[config.mk]
export PLATFORM = sky130hd
export DESIGN_NAME = seven_seg_reader
export DESIGN_NICKNAME = d
export VERILOG_FILES = /design/src/rtl/seven_seg_reader.sv
export SDC_FILE = /design/constraint.sdc
export NUM_CORES = 1
export LEC_CHECK = 0
export ABC_AREA = 1
export CELL_PAD_IN_SITES_DETAIL_PLACEMENT = 1
export CELL_PAD_IN_SITES_GLOBAL_PLACEMENT = 1
export CORE_MARGIN = 2
export CORE_UTILIZATION = 34
export DETAILED_ROUTE_END_ITERATION = 10
export PLACE_DENSITY_LB_ADDON = 0.1
export SYNTH_ARGS = -nofsm -noshare
export SYNTH_HDL_FRONTEND = slang
export SYNTH_SLANG_ARGS = --single-unit
export TNS_END_PERCENT = 20
[constraint.sdc]
create_clock -name clk -period 1.6 [get_ports clk]
set_clock_uncertainty 0.2 [all_clocks]
set_input_delay 0.16 -clock clk [delete_from_list [all_inputs] [get_ports clk]]
set_output_delay 0.16 -clock clk [all_outputs]
set_load 0.005 [all_outputs]
[src/rtl/seven_seg_reader.sv]
// Recovers hex digits from a multiplexed active-low seven-segment bus.
// Each digit is captured once per stable window and reported with a one-cycle update strobe.
module seven_seg_reader #(
  parameter int NUM_DIGITS    = 4,
  parameter int STABLE_CYCLES = 4
) (
  input  logic                    clk,
  input  logic                    rst_n,
  input  logic [6:0]              seg_in,
  input  logic [NUM_DIGITS-1:0]   an_in,
  input  logic                    clear,
  output logic [4*NUM_DIGITS-1:0] digits_out,
  output logic [NUM_DIGITS-1:0]   digit_valid,
  output logic [NUM_DIGITS-1:0]   blank_out,
  output logic [NUM_DIGITS-1:0]   err_out,
  output logic                    upd_valid,
  output logic [2:0]              upd_idx,
  output logic [3:0]              upd_value
);

  localparam int         SW     = NUM_DIGITS + 7;
  localparam logic [3:0] STABLE = 4'(STABLE_CYCLES);

  // Returns {recognised, value}; exact match against the decoder's glyph table.
  function automatic logic [4:0] seg_encode(input logic [6:0] seg);
    logic [4:0] r;
    case (seg)
      7'b1000000: r = {1'b1, 4'h0};
      7'b1001111: r = {1'b1, 4'h1};
      7'b0100100: r = {1'b1, 4'h2};
      7'b0110000: r = {1'b1, 4'h3};
      7'b0011001: r = {1'b1, 4'h4};
      7'b0010010: r = {1'b1, 4'h5};
      7'b0000010: r = {1'b1, 4'h6};
      7'b1111000: r = {1'b1, 4'h7};
      7'b0000000: r = {1'b1, 4'h8};
      7'b0011000: r = {1'b1, 4'h9};
      7'b0001000: r = {1'b1, 4'hA};
      7'b0000011: r = {1'b1, 4'hB};
      7'b0100111: r = {1'b1, 4'hC};
      7'b0100001: r = {1'b1, 4'hD};
      7'b0000110: r = {1'b1, 4'hE};
      7'b0001110: r = {1'b1, 4'hF};
      default:    r = 5'b0;
    endcase
    return r;
  endfunction

  logic [SW-1:0]           samp_q, samp_d;
  logic [3:0]              cnt_q, cnt_d;
  logic [4*NUM_DIGITS-1:0] digits_q, digits_d;
  logic [NUM_DIGITS-1:0]   valid_q, valid_d, blank_q, blank_d, err_q, err_d;
  logic                    upd_valid_q, upd_valid_d;
  logic [2:0]              upd_idx_q, upd_idx_d;
  logic [3:0]              upd_value_q, upd_value_d;

  logic [3:0] zeros;
  logic [2:0] sel_idx;
  logic       legal, same, capture, is_blank;
  logic [4:0] enc;

  always_comb begin
    zeros   = 4'd0;
    sel_idx = 3'd0;
    for (int i = 0; i < NUM_DIGITS; i++) begin
      if (!an_in[i]) begin
        zeros   = zeros + 4'd1;
        sel_idx = 3'(i);
      end
    end
    legal    = (zeros == 4'd1);
    samp_d   = {an_in, seg_in};
    same     = (samp_q == samp_d);
    enc      = seg_encode(seg_in);
    is_blank = (seg_in == 7'b1111111);

    if (!legal)               cnt_d = 4'd0;
    else if (!same)           cnt_d = 4'd1;
    else if (cnt_q < STABLE)  cnt_d = cnt_q + 4'd1;
    else                      cnt_d = cnt_q;

    // The edge where cnt reaches STABLE is the only capture point of a window.
    capture = legal && same && (cnt_q == STABLE - 4'd1);

    digits_d    = digits_q;
    valid_d     = valid_q;
    blank_d     = blank_q;
    err_d       = err_q;
    upd_valid_d = 1'b0;
    upd_idx_d   = upd_idx_q;
    upd_value_d = upd_value_q;

    if (clear) begin
      cnt_d    = 4'd0;
      digits_d = '0;
      valid_d  = '0;
      blank_d  = '0;
      err_d    = '0;
    end else if (capture) begin
      for (int i = 0; i < NUM_DIGITS; i++) begin
        if (sel_idx == 3'(i)) begin
          if (enc[4]) begin
            digits_d[4*i +: 4] = enc[3:0];
            valid_d[i]         = 1'b1;
            blank_d[i]         = 1'b0;
            err_d[i]           = 1'b0;
          end else if (is_blank) begin
            blank_d[i] = 1'b1;
            err_d[i]   = 1'b0;
          end else begin
            err_d[i]   = 1'b1;
            blank_d[i] = 1'b0;
          end
        end
      end
      if (enc[4]) begin
        upd_valid_d = 1'b1;
        upd_idx_d   = sel_idx;
        upd_value_d = enc[3:0];
      end
    end
  end

  always_ff @(posedge clk or negedge rst_n) begin
    if (!rst_n) begin
      samp_q      <= '0;
      cnt_q       <= 4'd0;
      digits_q    <= '0;
      valid_q     <= '0;
      blank_q     <= '0;
      err_q       <= '0;
      upd_valid_q <= 1'b0;
      upd_idx_q   <= 3'd0;
      upd_value_q <= 4'd0;
    end else begin
      samp_q      <= samp_d;
      cnt_q       <= cnt_d;
      digits_q    <= digits_d;
      valid_q     <= valid_d;
      blank_q     <= blank_d;
      err_q       <= err_d;
      upd_valid_q <= upd_valid_d;
      upd_idx_q   <= upd_idx_d;
      upd_value_q <= upd_value_d;
    end
  end

  assign digits_out  = digits_q;
  assign digit_valid = valid_q;
  assign blank_out   = blank_q;
  assign err_out     = err_q;
  assign upd_valid   = upd_valid_q;
  assign upd_idx     = upd_idx_q;
  assign upd_value   = upd_value_q;

endmodule

# [Word-level counts from Yosys, hierarchy flattened]
# Index checks and enable logic that the tools add are counted.
[totals] register_bits=51 in_bits=14 output_inout_bits=36 wordCells=114
[op_classes] add_sub_neg=4 magnitude_cmp=1 eq_ne=23 mux=45 bitwise=1 reduce_logical=19
[ops] operator="one-hot mux 5 bit (16 select lines)" n=1
[ops] operator="two-way mux 4 bit" n=18
[ops] operator="two-way mux 16 bit" n=2
[ops] operator="== test 7 x 6 -> 1 bit (second input constant)" n=4
[ops] operator="== test 7 bit (second input constant)" n=4
[ops] operator="two-way mux 1 bit" n=22
[ops] operator="== test 7 x 5 -> 1 bit (second input constant)" n=3
[ops] operator="adder 4 x 1 -> 4 bit (second input constant)" n=4
[ops] operator="AND reduction 3 bit" n=5
[ops] operator="== test 7 x 2 -> 1 bit (second input constant)" n=2
[ops] operator="== test 7 x 4 -> 1 bit (second input constant)" n=2
[ops] operator="nonzero test 2 bit" n=6
[ops] operator="== test 11 bit" n=1
[ops] operator="AND reduction 2 bit" n=4
[ops] operator="== test 7 x 3 -> 1 bit (second input constant)" n=1
[ops] operator="logical NOT 7 bit" n=1
[ops] operator="== test 3 x 2 -> 1 bit (second input constant)" n=2
[ops] operator="two-way mux 3 bit" n=2
[ops] operator="== test 4 x 1 -> 1 bit (second input constant)" n=1
[ops] operator="== test 4 x 2 -> 1 bit (second input constant)" n=1
[ops] operator="less-than comparator 4 x 3 -> 1 bit (second input constant)" n=1
[ops] operator="!= test 4 x 3 -> 1 bit (second input constant)" n=1
[ops] operator="== test 3 x 1 -> 1 bit (second input constant)" n=1
[ops] operator="logical NOT 3 bit" n=1
[ops] operator="2 further kinds" n=3

# [Longest topological paths before layout]
[logic_depth] word_depth=12 mapped_depth=17 mapped_depth_nobuf=17

# [Least setup slack after synthesis]
# Ideal clock, no wire load.
[synth_timing] kind="input to register" from="input an_in[1]" to="register digits_q[13], in the netlist digits_out[13]" arrival_ns=1.852 slack_ns=-0.569 stages=17 n_path_buf=0 cell_sequence="inv_1 > ha_1 > inv_1 > nand2_1 > nand2_1 > inv_1 > ha_1 > nor2_1 > nand2_1 > o21ai_1 > nand2_1 > nor2_4 > nand3_2 > nand2_2 > nand2_2 > nand2_1 > nand2_1"
[synth_between] elab_chain_cells=10 elab_cells_between_ends=16 classes_between="add/sub: 2; eq/ne: 3; mux: 6; reduce/logical: 5"
[synth_rtl] element="start, declared" line_no="10" source="input logic [NUM_DIGITS-1:0] an_in,"
[synth_rtl] element="two-way mux 4 bit" line_no="66" source="if (!an_in[i]) begin"
[synth_rtl] element="adder 4 x 1 -> 4 bit" line_no="67" source="zeros = zeros + 4'd1;"
[synth_rtl] element="two-way mux 4 bit" line_no="66"
[synth_rtl] element="adder 4 x 1 -> 4 bit" line_no="67"
[synth_rtl] element="two-way mux 4 bit" line_no="66"
[synth_rtl] element="== test 4 x 1 -> 1 bit" line_no="71" source="legal = (zeros == 4'd1);"
[synth_rtl] element="logical AND 1 bit (2 in a row)" line_no="83" source="capture = legal && same && (cnt_q == STABLE - 4'd1);"
[synth_rtl] element="nonzero test 2 bit (no source line)"
[synth_rtl] element="AND reduction 3 bit (no source line) (*)"
[synth_rtl] element="end signal, assigned" line_no="138" source="digits_q <= digits_d;"
[synth_rtl] element="end, declared" line_no="51" source="logic [4*NUM_DIGITS-1:0] digits_q, digits_d;"
# Mark *: on every way between the ends. The rest lies on a longest branch, timed or not.
# A chain may end at the register's enable or synchronous reset.

# [Worst setup path in the final report]
[layout_timing] from="input an_in[0]" to="register err_q[1], in the netlist err_out[1]"
[layout_between] elab_chain_cells=12 elab_cells_between_ends=13 classes_between="add/sub: 3; eq/ne: 2; mux: 4; reduce/logical: 4"
[layout_rtl] element="two-way mux 1 bit" line_no="66"
[layout_rtl] element="adder 4 x 1 -> 4 bit" line_no="67"
[layout_rtl] element="two-way mux 4 bit" line_no="66"
[layout_rtl] element="adder 4 x 1 -> 4 bit" line_no="67"
[layout_rtl] element="two-way mux 4 bit" line_no="66"
[layout_rtl] element="adder 4 x 1 -> 4 bit" line_no="67"
[layout_rtl] element="two-way mux 4 bit" line_no="66"
[layout_rtl] element="== test 4 x 1 -> 1 bit" line_no="71"
[layout_rtl] element="logical AND 1 bit (*) (2 in a row)" line_no="83"
[layout_rtl] element="nonzero test 2 bit (no source line) (*)"
[layout_rtl] element="AND reduction 2 bit (no source line) (*)"
[layout_rtl] element="end signal, assigned" line_no="141" source="err_q <= err_d;"
[layout_rtl] element="end, declared" line_no="52" source="logic [NUM_DIGITS-1:0] valid_q, valid_d, blank_q, blank_d, err_q, err_d;"
# Marked as above.

==> results.md <==
Outcome:
- The run finished, with violations left.
- The final reports fail on setup timing.

Worst setup path:
- At the worst endpoint, the required time is 1620 ps.
- The worst register-to-register path has a setup slack of -340 ps.
- The length in cells of the worst reg-to-reg path is 11.
- In this run the worst setup path terminates at err_out[1]$_DFFE_PN0P_.
- The signal arrival time at the worst endpoint is 2170 ps.
- The endpoint of the lowest-slack register-to-register path is err_out[1]$_DFFE_PN0P_.
- The startpoint identified for the worst register-to-register timing path is samp_q[9]$_DFF_PN0_.
- The count of buffer and inverter cells on the critical path is 6.
- The slowest stage of the critical path is the ha_2 cell.
- The maximum fanout encountered on the critical timing path is 5.
- The delay of the slowest cell on the worst path is 270 ps.
- The setup path with the least slack is of type in2reg.
- The most frequent cell on the critical path is nand2_1.
- Traced cell by cell, the critical path runs through buf_8, inv_8, ha_4, inv_2, nand2_1, nand2_1, inv_1, ha_2, nor2_1, nand2_1, o21ai_1, nand2_1, nor2_4, buf_12, nand3_4, buf_4, nand3_1, nand2_1.
- The number of logic stages on the critical path including buffering is 18.
- On the critical path the largest part of the delay comes from simple AND/OR/NAND/NOR gates.
- The worst setup path is launched from an input pin.
- The worst setup path is captured at a flip-flop.
- Tracing the worst setup path back leads to its startpoint at an_in[0].

Detailed routing:
- The vias per cell is 4.66.
- The number of nets still failing antenna checks after routing is 0.
- After detailed routing, the number of remaining DRC violations is 0.
- The per-cell routed wire length is 14.6 um.
- The routed layout has 2654 vias.
- The number of design-rule violations left by the first detailed-router iteration is 61.
- The final layout contains routed wiring with a total length of 8300 um.
- The detailed-router iteration count before antenna repair is 4.

Finish:
- The number of diodes added for antenna fixing is 0.
- The synthesis-to-finish area growth is 60.1%.
- After the last flow step, the layout net total stands at 485.
- The final design utilization is 55.7%.
- In the final layout, the share of cells above drive strength 1 is 32.5%.
- The finished cells cover 4260 um2.

Floorplan:
- The total core area is 7650 um2.
- The initialized floorplan defines 32 standard-cell rows.
- During I/O placement, the number of pins put on the boundary was 50.
- The die area is 8560 um2.
- The die extent in y is 92.5 um.
- The width of the chip is 92.5 um.
- The starting utilization of the core area is 34.8%.

Yosys:
- The unique cell type count in the Yosys netlist is 30.
- The cell count after synthesis came out at 348.
- Of the total synthesized cell area, the portion taken by XOR and XNOR cells is 2.30%.
- After Yosys synthesis, full adders, half adders and majority gates account for 1.88% of the synthesized area.
- After synthesis the cells add up to 2660 um2.
- The synthesized netlist devotes 39.3% of its cell area to simple gates.
- The dominant combinational cell family by area after synthesis is simple AND/OR/NAND/NOR gates.
- The synthesized area per cell is 7.65 um2.
- The number of nets produced by synthesis is 366.
- The number of warning messages in the yosys log is 0.
- The compound-gate portion of the synthesized area is 2.49%.
- The most used flip-flop cell after synthesis is dfrtp_1.
- The total of flip-flops plus latches after synthesis is 50.
- After synthesis, the share of flip-flops with an asynchronous set or reset is 100%.
- The fraction of synthesized area in multiplexers is 0%.
- Of the synthesized area, sequential elements account for 47.0%.
- The synthesized design contains 0 enable-type register cells.

Run:
- Across the run, the number of max-cap violations was 0.

Pwr:
- The design draws 0.00282 W.
- The fraction of power consumed by combinational cells is 18.6%.
- VDD sags by at most 0.369 mV.
- The internal power of the cells totals 0.00201 W.
- The power density of the placed cells is 661 nW/um2.
- Summed over all cells, the static leakage comes to 2.61 nW.
- The switching part of the total is 28.6%.
- The analysis attributes to net switching a power of 0.000806 W.
- The share of total power dissipated in the clock network is 34.6%.
- The sequential share of power is 46.8%.

Timing:
- Counting I/O delays and the setup requirement, the final critical path takes 2150 ps.
- Setup repair after global routing could not meet its margin everywhere.
- The total count of hold-check failures in the final report is 0.
- The smallest setup slack after layout is -552 ps.
- The number of endpoints failing setup at the final stage is 39.
- For the final routed database, the setup TNS stands at -17690 ps.
- The number of slew-limit violations in the final report is 0.
- The part of the cycle the worst path needs is 134%.
- The fmax is 0.465 GHz.

Clock network:
- The TritonCTS buffer count is 5.
- The clock latency reported for the late side of the worst-skew pair is 310 ps.
- TritonCTS built the clock tree.
- The clock tree root driver cell is clkbuf_8.
- For this design, the sink count on the clock tree is 50.
- The number of H-tree levels is 2.
- The maximum count of clock buffers along a single path is 2.
- The clock input transition at the sequential cells of the worst setup and hold paths is 110 ps.

Min path:
- The classification of the worst-slack hold path is in2reg.

Placement:
- Routability-driven placement finished with a final weighted congestion of 0.809.
- Once placement finished, the instance area stood at 3720 um2.
- The HPWL after detailed placement is 5990 um.
- The worst setup slack after placement is -1340 ps.
- Input and output buffers added on the ports amount to 48.

Global routing:
- The via count of the first global-routing pass is 2929.
- The global-route congestion overflow total is 0.
- The first-pass GRT wire length is 13800 um.
- The largest net degree at the start of global routing is 18.
- Global routing consumed, over all layers together, 20.3% of the routing resources.
- The initial antenna violation count is 0.
## kinds of logic after synthesis
| logic type | Yosys count |
|---|---|
| flip-flops | 50 |
| XOR/XNOR | 7 |
| other | 1 |
| adder cells (fa/ha/maj) | 4 |
| AO/OA/AOI/OAI | 12 |
| buffers and inverters | 45 |
| AND/OR/NAND/NOR | 229 |
## how the worst min path moves through the flow
stage	startpoint	endpoint	cells past startpoint
after global placement	rst_n	samp_q[8]$_DFF_PN0_	1
after floorplan	rst_n	blank_out[0]$_DFFE_PN0P_	0
after global routing	seg_in[4]	samp_q[4]$_DFF_PN0_	2
after CTS	seg_in[3]	samp_q[3]$_DFF_PN0_	1
after detailed placement	rst_n	samp_q[8]$_DFF_PN0_	1
final	seg_in[4]	samp_q[4]$_DFF_PN0_	2
## registers in the layout, summed over array words and instances, names as in the netlist
| signal | cells |
|---|---|
| digit_valid | 4 |
| err_out | 4 |
| upd_valid | 1 |
| digits_out | 16 |
| blank_out | 4 |
| cnt_q | 4 |
| samp_q | 11 |
| upd_value | 4 |
| upd_idx | 2 |
## synth_stat cells (3+ instances only)
library cell,n,share of area [%]
dfrtp_1,50,47
nor2_2,4,0.94
a21oi_1,3,0.56
nor3_1,3,0.56
nand3_1,32,6.0
o21ai_1,5,0.94
inv_2,9,1.3
nand2_2,7,1.6
nor2_1,32,4.5
ha_1,4,1.9
inv_1,28,3.9
nand3_2,5,1.9
xor2_1,7,2.3
clkinv_1,3,0.42
nand2_1,136,19
## stage by stage
stage | std cells | hold WS [ps]
final | 570 | 10.7
after global routing | 570 | 11.6
after floorplan | 348 | -336
after detailed placement | 551 | -73.9
after global placement | 551 | -77.4
after CTS | 567 | 41.5
## layout by cell type, fill, tap and decap left out, drive strengths merged
cell type	n
clkinv	4
dlymetal6s2s	26
a21oi	4
ha	4
buf	68
nand4	1
clkdlybuf4s50	14
nor4	1
bufinv	1
nand3	39
xor2	7
conb	1
clkbuf	5
inv	38
dlygate4sd2	5
dfrtp	50
nor3	4
nor2	39
dlygate4sd3	4
nand2	145
o21ai	7
o31ai	1
## area by class of cell
type	instances	area [um2]
fill	920	3390
multi-input combinational	253	1460
sequential	50	1250
timing repair buffer	117	1140
inverter	40	166
tap	102	128
clock buffer	5	68.8
clock inverter	3	47.5
## routing by layer
| layer | track usage [%] | up-vias | routed length [um] |
|---|---|---|---|
| li1 | - | 1308 | - |
| met3 | 2.93 | 9 | 213 |
| met5 | 0 | - | 0 |
| met4 | 5.10 | 0 | 119 |
| met1 | 23.8 | 1300 | 3450 |
| met2 | 38.5 | 37 | 4510 |
## repair_timing
item,in CTS,in global routing
setup buffers,5,2
hold buffers,3,1
endpoints found under the hold margin,52,1
pin swaps,19,19
endpoints found under the setup margin,39,56
gates resized for setup,45,62
## power groups by stage
stage	Combinational, W	Sequential (W)	Clock, W
6_report	0.000524	0.00132	0.000975
5_1_grt	0.000582	0.00132	0.00103
4_1_cts	0.000495	0.00132	0.000987
3_5_place_dp	0.000451	0.00134	0
3_3_place_gp	0.000436	0.00134	0
2_1_floorplan	0.000190	0.00134	0
Power figures use the tool's default switching activity.
